<file path="config.mk">
export PLATFORM = sky130hd
export DESIGN_NAME = i2c_status_regfile
export DESIGN_NICKNAME = d
export VERILOG_FILES = /design/src/rtl/i2c_regs_pkg.sv /design/src/rtl/i2c_pulse_stretcher.sv /design/src/rtl/i2c_status_regfile.sv
export SDC_FILE = /design/constraint.sdc
export NUM_CORES = 1
export LEC_CHECK = 0
export ABC_AREA = 1
export BUFFER_PORTS_ARGS = -buffer_cell sky130_fd_sc_hd__buf_2
export CORE_ASPECT_RATIO = 1.4
export CORE_UTILIZATION = 35
export DETAILED_ROUTE_END_ITERATION = 10
export PLACE_DENSITY = 0.59
export SYNTH_ARGS = -nofsm -noshare
export SYNTH_HDL_FRONTEND = slang
export SYNTH_SLANG_ARGS = --single-unit
</file>
<file path="constraint.sdc">
create_clock -name clk -period 3.3 [get_ports clk]
set_input_delay 0.66 -clock clk [delete_from_list [all_inputs] [get_ports clk]]
set_output_delay 0.66 -clock clk [all_outputs]
set_load 0.02 [all_outputs]
</file>
<file path="src/rtl/i2c_regs_pkg.sv">
// Address map defaults, counter byte-lane selection and snapshot state shared by the
// I2C status register file and its pulse channels.
package i2c_regs_pkg;

  localparam logic [7:0] CFG_BASE_DEF    = 8'h90;
  localparam logic [7:0] CNT_BASE_DEF    = 8'hA0;
  localparam logic [7:0] PULSE_BASE_DEF  = 8'hF0;
  localparam logic [7:0] STICKY_BASE_DEF = 8'hC8;
  localparam int         CNT_BYTES       = 4;

  typedef struct packed {
    logic [7:0]  idx;
    logic        valid;
    logic [31:0] data;
  } snap_t;

  // Counters are presented MSB first: lane 0 is bits 31:24.
  function automatic logic [7:0] cnt_byte(input logic [31:0] word, input logic [1:0] lane);
    case (lane)
      2'd0:    cnt_byte = word[31:24];
      2'd1:    cnt_byte = word[23:16];
      2'd2:    cnt_byte = word[15:8];
      default: cnt_byte = word[7:0];
    endcase
  endfunction

  function automatic logic ranges_overlap(input int a_lo, input int a_n,
                                          input int b_lo, input int b_n);
    ranges_overlap = (a_lo < b_lo + b_n) && (b_lo < a_lo + a_n);
  endfunction

endpackage

</file>
<file path="src/rtl/i2c_pulse_stretcher.sv">
// One action-pulse channel: a trigger (re)loads a down-counter and the output stays high
// for PULSE_LEN cycles after the last trigger.
module i2c_pulse_stretcher #(
  parameter int PULSE_LEN = 4
) (
  input  logic clk,
  input  logic reset_n,
  input  logic i_trigger,
  output logic o_pulse
);

  localparam int CW = (PULSE_LEN > 1) ? $clog2(PULSE_LEN) : 1;

  logic [CW-1:0] r_remain;
  logic          r_pulse;

  // r_remain counts the high cycles still owed after the current one.
  always_ff @(posedge clk or negedge reset_n) begin
    if (!reset_n) begin
      r_remain <= '0;
      r_pulse  <= 1'b0;
    end else if (i_trigger) begin
      r_remain <= CW'(PULSE_LEN - 1);
      r_pulse  <= 1'b1;
    end else if (r_remain != '0) begin
      r_remain <= r_remain - 1'b1;
      r_pulse  <= 1'b1;
    end else begin
      r_remain <= '0;
      r_pulse  <= 1'b0;
    end
  end

  assign o_pulse = r_pulse;

endmodule

</file>
<file path="src/rtl/i2c_status_regfile.sv">
// Register file between the i2cSlave core and the video/OSD core: config bytes with change
// strobes, atomically readable 32-bit counters, action pulses and sticky status with irq.
module i2c_status_regfile
  import i2c_regs_pkg::*;
#(
  parameter int                   NUM_CFG     = 8,
  parameter logic [7:0]           CFG_BASE    = CFG_BASE_DEF,
  parameter logic [NUM_CFG*8-1:0] CFG_RESET   = {NUM_CFG{8'h00}},
  parameter int                   NUM_CNT     = 6,
  parameter logic [7:0]           CNT_BASE    = CNT_BASE_DEF,
  parameter int                   NUM_PULSE   = 2,
  parameter logic [7:0]           PULSE_BASE  = PULSE_BASE_DEF,
  parameter int                   PULSE_LEN   = 4,
  parameter logic [7:0]           STICKY_BASE = STICKY_BASE_DEF
) (
  input  logic                    clk,
  input  logic                    reset_n,
  input  logic [7:0]              addr,
  input  logic [7:0]              dataIn,
  input  logic                    writeEn,
  input  logic                    readEn,
  output logic [7:0]              dataOut,
  output logic [NUM_CFG*8-1:0]    cfg_out,
  output logic [NUM_CFG-1:0]      cfg_changed,
  input  logic [NUM_CNT*32-1:0]   cnt_in,
  output logic [NUM_PULSE-1:0]    pulse_out,
  input  logic [7:0]              event_in,
  output logic [7:0]              sticky_out,
  output logic                    irq
);

  if (ranges_overlap(int'(CFG_BASE), NUM_CFG, int'(CNT_BASE), CNT_BYTES*NUM_CNT) ||
      ranges_overlap(int'(CFG_BASE), NUM_CFG, int'(PULSE_BASE), NUM_PULSE) ||
      ranges_overlap(int'(CFG_BASE), NUM_CFG, int'(STICKY_BASE), 2) ||
      ranges_overlap(int'(CNT_BASE), CNT_BYTES*NUM_CNT, int'(PULSE_BASE), NUM_PULSE) ||
      ranges_overlap(int'(CNT_BASE), CNT_BYTES*NUM_CNT, int'(STICKY_BASE), 2) ||
      ranges_overlap(int'(PULSE_BASE), NUM_PULSE, int'(STICKY_BASE), 2)) begin : g_map_overlap
    $error("i2c_status_regfile: register regions overlap");
  end

  logic [NUM_CFG*8-1:0] r_cfg;
  logic [NUM_CFG-1:0]   r_cfg_changed;
  logic [7:0]           r_data_out;
  logic [7:0]           r_sticky;
  logic [7:0]           r_mask;
  logic                 r_irq;
  snap_t                r_snap;

  logic [7:0]           w_rd_data;
  logic [NUM_CFG-1:0]   w_cfg_wr;
  logic [NUM_PULSE-1:0] w_pulse;
  logic                 w_sticky_clr;
  logic                 w_mask_wr;
  logic                 w_snap_load;
  logic [7:0]           w_snap_idx;
  logic [31:0]          w_snap_data;

  for (genvar i = 0; i < NUM_CFG; i++) begin : g_cfg_dec
    assign w_cfg_wr[i] = writeEn && (addr == 8'(CFG_BASE + i));
  end

  assign w_sticky_clr = writeEn && (addr == STICKY_BASE);
  assign w_mask_wr    = writeEn && (addr == 8'(STICKY_BASE + 1));

  for (genvar p = 0; p < NUM_PULSE; p++) begin : g_pulse
    i2c_pulse_stretcher #(.PULSE_LEN(PULSE_LEN)) u_stretch (
      .clk       (clk),
      .reset_n   (reset_n),
      .i_trigger (writeEn && (addr == 8'(PULSE_BASE + p))),
      .o_pulse   (w_pulse[p])
    );
  end

  // Read mux; lanes 1..3 of the snapshotted counter come from the shadow so a multi-byte
  // read sees one coherent value even if the live counter carries between bytes.
  always_comb begin
    w_rd_data = 8'h00;
    for (int i = 0; i < NUM_CFG; i++) begin
      if (addr == 8'(CFG_BASE + i)) w_rd_data = r_cfg[i*8 +: 8];
    end
    for (int k = 0; k < NUM_CNT; k++) begin
      for (int b = 0; b < CNT_BYTES; b++) begin
        if (addr == 8'(CNT_BASE + CNT_BYTES*k + b)) begin
          if (b != 0 && r_snap.valid && r_snap.idx == 8'(k)) w_rd_data = cnt_byte(r_snap.data, 2'(b));
          else w_rd_data = cnt_byte(cnt_in[k*32 +: 32], 2'(b));
        end
      end
    end
    if (addr == STICKY_BASE) w_rd_data = r_sticky;
    if (addr == 8'(STICKY_BASE + 1)) w_rd_data = r_mask;
    for (int p = 0; p < NUM_PULSE; p++) begin
      if (addr == 8'(PULSE_BASE + p)) w_rd_data = {7'd0, w_pulse[p]};
    end
  end

  // Consuming the MSB of a counter captures the whole word for the following lane reads.
  always_comb begin
    w_snap_load = 1'b0;
    w_snap_idx  = 8'h00;
    w_snap_data = 32'h0000_0000;
    for (int k = 0; k < NUM_CNT; k++) begin
      if (readEn && addr == 8'(CNT_BASE + CNT_BYTES*k)) begin
        w_snap_load = 1'b1;
        w_snap_idx  = 8'(k);
        w_snap_data = cnt_in[k*32 +: 32];
      end
    end
  end

  // Config bytes, their change strobes and the registered read data.
  always_ff @(posedge clk or negedge reset_n) begin
    if (!reset_n) begin
      r_cfg         <= CFG_RESET;
      r_cfg_changed <= '0;
      r_data_out    <= 8'h00;
    end else begin
      for (int i = 0; i < NUM_CFG; i++) begin
        if (w_cfg_wr[i]) r_cfg[i*8 +: 8] <= dataIn;
      end
      r_cfg_changed <= w_cfg_wr;
      r_data_out    <= w_rd_data;
    end
  end

  // Sticky status: a live event always wins over a simultaneous write-1-to-clear.
  always_ff @(posedge clk or negedge reset_n) begin
    if (!reset_n) begin
      r_sticky <= 8'h00;
      r_mask   <= 8'h00;
      r_irq    <= 1'b0;
    end else begin
      r_sticky <= event_in | (r_sticky & ~(dataIn & {8{w_sticky_clr}}));
      if (w_mask_wr) r_mask <= dataIn;
      r_irq <= |(r_sticky & r_mask);
    end
  end

  // A snapshot request outranks the invalidation caused by a write in the same cycle.
  always_ff @(posedge clk or negedge reset_n) begin
    if (!reset_n) begin
      r_snap <= '0;
    end else if (w_snap_load) begin
      r_snap.idx   <= w_snap_idx;
      r_snap.valid <= 1'b1;
      r_snap.data  <= w_snap_data;
    end else if (writeEn) begin
      r_snap.valid <= 1'b0;
    end
  end

  assign dataOut     = r_data_out;
  assign cfg_out     = r_cfg;
  assign cfg_changed = r_cfg_changed;
  assign pulse_out   = w_pulse;
  assign sticky_out  = r_sticky;
  assign irq         = r_irq;

endmodule

</file>
## Word-level counts from Yosys, hierarchy flattened

Cells that the tools add are included.

- Bitwise gates (word level): 5
- $mul: 0
- Shift operators: 0
- Divide/modulo/power cells: 0
- Equality and inequality tests: 41
- Mux-type cells: 81
- Order comparisons: 0
- Reduce and logical (&&, ||, !) cells: 29
- $add $sub $neg: 2

Operators by type and width:

| operator | number |
|---|---|
| 8-bit 2-to-1 mux | 58 |
| 8-bit equality test, second input constant | 36 |
| 24-bit 2-to-1 mux | 6 |
| 8-bit AND | 3 |
| 1-bit logical AND | 24 |
| 8-bit by 2-bit equality test with 1-bit output, second input constant | 2 |
| 8-bit by 3-bit equality test with 1-bit output, second input constant | 2 |
| 1-bit 2-to-1 mux | 13 |
| 8-bit by 1-bit equality test with 1-bit output, second input constant | 1 |
| 8-bit zero test | 1 |
| 2-bit 2-to-1 mux | 4 |
| 8-bit inverter | 1 |
| 8-bit bitwise OR | 1 |
| 8-bit OR reduction | 1 |
| 2-bit nonzero test | 3 |
| 2-bit by 1-bit subtractor with 2-bit output, second input constant | 2 |

- Memories kept: 0
- Flip-flop bits (word level): 136
- ROM bits: 0
- Latch bits: 0
- Word-level logic and storage cells: 178
- RAM bits: 0
- Output and inout port bits: 91

## Longest topological paths before layout

- Depth in word-level cells: 37
- Mapped depth: 29
- Depth with buffers taken out: 29

## Modules after synthesis

From an unflattened synthesis, not the netlist that was laid out.

- Cell total of the unflattened synthesis: 1,406
- Area total of the unflattened synthesis: 9,322.7 µm²

Modules (own cells, without submodules):

| module | area each (µm²) | times used | cells each |
|---|---|---|---|
| i2c_status_regfile | 9,112.5 | 1 | 1,384 |
| i2c_pulse_stretcher | 105.1 | 2 | 11 |

## Worst setup path before layout

Ideal clock, no wire load.

- Path kind: input-to-reg
- Start: input port addr[6]
- End: register r_data_out[2] (netlist: dataOut[2])
- Path slack: 0.746 ns
- Data required time: 3.187 ns
- Arrival: 2.441 ns
- Stages on the path: 24
- Cells stage by stage: inv_1 > nand2_1 > nor3_4 > inv_2 > nor2_4 > inv_2 > a21oi_1 > o21ai_1 > nand2_1 > nand3_1 > nor2_1 > nand4_1 > nand2_1 > nand2_1 > nand2_1 > nand3_1 > nand2_1 > nand4_1 > nand2_1 > nand3_1 > nand2_1 > nand4_1 > nand2_1 > inv_1

- Cells in the longest elaborated chain, start to end: 37
- Elaborated cells on any way between the ends: 72

RTL lines:

| what | line | RTL |
|---|---|---|
| start: declaration | i2c_status_regfile.sv:18 | `input logic [7:0] addr,` |
| 8-bit equality test | i2c_status_regfile.sv:79 | `if (addr == 8'(CFG_BASE + i)) w_rd_data = r_cfg[i*8 +: 8];` |
| 8-bit 2-to-1 mux (8 in series) | i2c_status_regfile.sv:79 |  |
| 8-bit 2-to-1 mux (24 in series) | i2c_status_regfile.sv:83 | `if (addr == 8'(CNT_BASE + CNT_BYTES*k + b)) begin` |
| 8-bit 2-to-1 mux | i2c_status_regfile.sv:89 | `if (addr == STICKY_BASE) w_rd_data = r_sticky;` |
| 8-bit 2-to-1 mux | i2c_status_regfile.sv:90 | `if (addr == 8'(STICKY_BASE + 1)) w_rd_data = r_mask;` |
| 8-bit 2-to-1 mux | i2c_status_regfile.sv:92 | `if (addr == 8'(PULSE_BASE + p)) w_rd_data = {7'd0, w_pulse[p]};` |
| 8-bit 2-to-1 mux (*) | i2c_status_regfile.sv:92 |  |
| net w_rd_data[2] | i2c_status_regfile.sv:49 | `logic [7:0] w_rd_data;` |
| end signal: assignment | i2c_status_regfile.sv:121 | `r_data_out <= w_rd_data;` |
| end: declaration | i2c_status_regfile.sv:43 | `logic [7:0] r_data_out;` |

The timed path passes the listed nets; every way through them passes the cells marked *.
A chain may end at the register's enable or synchronous reset.

## Worst setup path after layout

- Start: input port addr[0]
- End: register r_data_out[4] (netlist: dataOut[4])

The elaborated chain is that of the path after synthesis.

==> summary.txt <==
Fraction of layout cells with a size suffix above 1: 27.5%
Slowest cell on crit path: nor2_1
Die ar.: 0.0275 mm2
Pins over their slew limit: 0
Worst Setup End Kind: flop
Final Hold Viols: 0
Unique cell type count in the Yosys netlist: 37
Vias in the first global route: 12,100
Clock Root Buffer: clkbuf_16
Register area share after synthesis: 34.9%
Clock Latency Late Sink: 0.44 ns
CP Max Fanout: 5
Power, Total: 0.00476 W
Slew @ Worst Pin: 0.740 ns
Gate Count Post-Synth: 1,433
Worst R2R Path Depth: 22
Crit path max-delay family: simple AND/OR/NAND/NOR gates
Top_reg_cell synth: dfrtp_1
Worst rel slew slack: 50.7%
# rows: 70
CP startpoint: addr[0]
Worst Path Required: 3.64 ns
Synth warnings: 0
Chip width: 140 um
Vias: 12,100
I/O pin count: 311
GRT overflow: 0
Count of flip-flops with a built-in enable after synthesis: 0
CP Data Arrival Time: 3.44 ns
Worst hold path class: in2async
RSZ-0062 raised after global routing: false
DR vias/cell: 5.61
CTS tree: done
Die height: 196 um
P per Cell Area: 378 mW/mm2
Outcome: finished, final reports clean
GRT Util Overall: 37.7%
DRC Markers: 0
FMAX: 322 MHz
Slowest stage delay, CP: 0.23 ns
Crit path time final: 3.10 ns
Crit share post-route: 94.0%
1st-iter DRT viols: 928
Crit path launch type: input port
Finished Layout Cells: 2,152
Leak Pwr: 6.36 nW
Synth Area per Inst: 6.56 um2
Clock sink count: 131
R2R Setup Slk: 0.29 ns
CTS Buffer Depth: 2
Wirelength, routed: 52,000 um
Clock slew at reported path FFs: 0.07 ns
Slack of the critical path: 0.197 ns
Maxcap violations: 0
DP Worst Slack: -0.286 ns
Core area: 0.0263 mm2
First-pass GRT wire length: 74,700 um
Initial antenna violation count: 4
Crit Path Class: in2reg
Max Clock Skew: 0.0161 ns
Placer Congestion: 1.04
Buf/Inv on CP: 5
I/O Buffers: 310
Postcts setup bufs: 0
Most frequent CP cell: nand2_1
Nets: 2,032
CTS Buf Count: 17
Post-DP HPWL: 41,900 um
Post-synth ARST share: 100%
Inst Count DP: 2,117
First-pass detailed-route iteration total: 5
Synth Net Count: 1,653
Largest net degree at the start of global routing: 55
H-tree depth: 4
Mapped cell area: 0.00940 mm2
DR WL/cell: 24.1 um
Synthesized flop and latch total: 131
Area grow syn2layout: 34.0%
FF-to-FF Start: r_snap[35]$_DFFE_PN0P_
VDD IR max: 0.340 mV
Final setup viols: 0
Setup TNS: 0 ns
Reg2reg end: dataOut[4]$_DFF_PN0_
Initial Utilization: 35.8%
DRT antenna net count: 0
[synthesized netlist by cell type (2+ instances only)]
master     count  area [um2]
o22ai_1        6        37.5
nor3_4         3        48.8
inv_1        152         571
nand3_1       50         250
clkbuf_1      42         158
nand4_1       56         350
inv_2         22        82.6
o211ai_1      63         473
o2111ai_1     13         114
or2_1          3        18.8
or2_2          9        56.3
o21a_1         3        22.5
nand2_1      457        1720
a211oi_1       6        45.0
nor2_1       116         435
or2_0          2        12.5
buf_2          4        20.0
nor3_1         7        35.0
nor2_4         4        45.0
clkinv_1       6        22.5
nor2_2        10        62.6
nor3_2         5        50.1
o21bai_1       8        60.1
o21ai_1       14        70.1
buf_4          4        30.0
a221oi_1      24         210
a21oi_1       52         260
mux2i_1        4        40.0
a22o_1         5        43.8
o21ai_0      145         726
dfrtp_1      131        3280
nand2_2        2        12.5
[registers in the layout, summed over array words and instances, names as in the netlist]
name and count:
dataOut 8, r_snap 28, g_pulse.u_stretch.r_remain 4, g_pulse.u_stretch.o_pulse 2, r_mask 8, sticky_out 8
cfg_changed 8, cfg_out 64, irq 1
[worst reg2reg max path, cell delays in order, from the launching register on]
cell	delay (ns)
dfrtp_1	0.39
nor2_1	0.17
inv_2	0.08
nor2_2	0.24
inv_2	0.26
o21ai_0	0.21
o21ai_0	0.11
inv_1	0.07
nand4_1	0.09
nand2_1	0.09
nand4_1	0.13
nand2_1	0.11
nand3_1	0.10
nand2_1	0.08
nand4_1	0.07
nor2_1	0.16
nand4_1	0.12
nand2_1	0.08
nand4_1	0.07
nand2_1	0.08
nand4_1	0.09
nand2_1	0.08
inv_1	0.03
[through the flow]
stage / util (%) / instance area [um2] / hold slack, ns
2_1_floorplan: - / 9400 / 0.364
3_3_place_gp: 45.5 / 12000 / 0.441
3_5_place_dp: 45.5 / 12000 / 0.474
4_1_cts: 47.8 / 12600 / 0.292
5_1_grt: 47.9 / 12600 / 0.316
6_report: 47.9 / 12600 / 0.269
[how the worst max path moves through the flow]
stage | slack, ns | cells after the start | to
6_report | 0.20 | 27 | dataOut[4]$_DFF_PN0_
3_3_place_gp | -0.25 | 26 | dataOut[3]$_DFF_PN0_
2_1_floorplan | 0.75 | 24 | dataOut[2]$_DFF_PN0_
5_1_grt | 0.01 | 29 | dataOut[3]$_DFF_PN0_
4_1_cts | 0.16 | 25 | dataOut[6]$_DFF_PN0_
3_5_place_dp | -0.29 | 25 | dataOut[6]$_DFF_PN0_
[what timing repair did]
item | CTS | global route
resized for setup | 0 | 5
hold buffers | 0 | 0
setup endpoints to repair | 0 | 3
[cell families (layout without fill, tap and decap cells)]
group                  Yosys count  count (layout)  share of synthesized area [%]
AOI/OAI and AO/OA              343             343                           22.3
buffers and inverters          230             622                           9.40
DFF                            131             131                           34.9
muxes                            4               4                          0.426
other                            0               3                              0
and+or+nand+nor                725             725                           33.0
[per-layer routing]
metal  track usage [%]  up-vias  wire (um)
li1                  -     5564          -
met4              27.9        2       4070
met5                 0        -          8
met3              6.30      182       3490
met1              41.4     5661      19100
met2              65.6      657      25300
[placed cells by master, fill, tap and decap left out, types with 22 or more instances in the layout]
master and instances:
inv_2 22, buf_2 309, buf_4 97, nand3_1 49, a221oi_1 24, o211ai_1 63
nor2_1 112, nand4_1 56, a21oi_1 52, nand2_1 457, o21ai_0 145, dfrtp_1 131
inv_1 152
[power breakdown]
part	switching [W]	total (W)	internal, W	leakage (nW)
logic	0.000576	0.000864	0.000288	4.39
registers	0.000206	0.00194	0.00174	1.67
clock network	0.000926	0.00195	0.00103	0.294
[final cells by class]
class,instances,area (um2)
diodes,3,7.51
clock inverters,15,188
repair buffers,410,2350
fillers,2747,13700
multi-input cells,1072,5250
well taps,324,405
inverters,180,676
flip-flops and latches,131,3280
clock buffers,17,425
(Power assumes the default switching activity.)
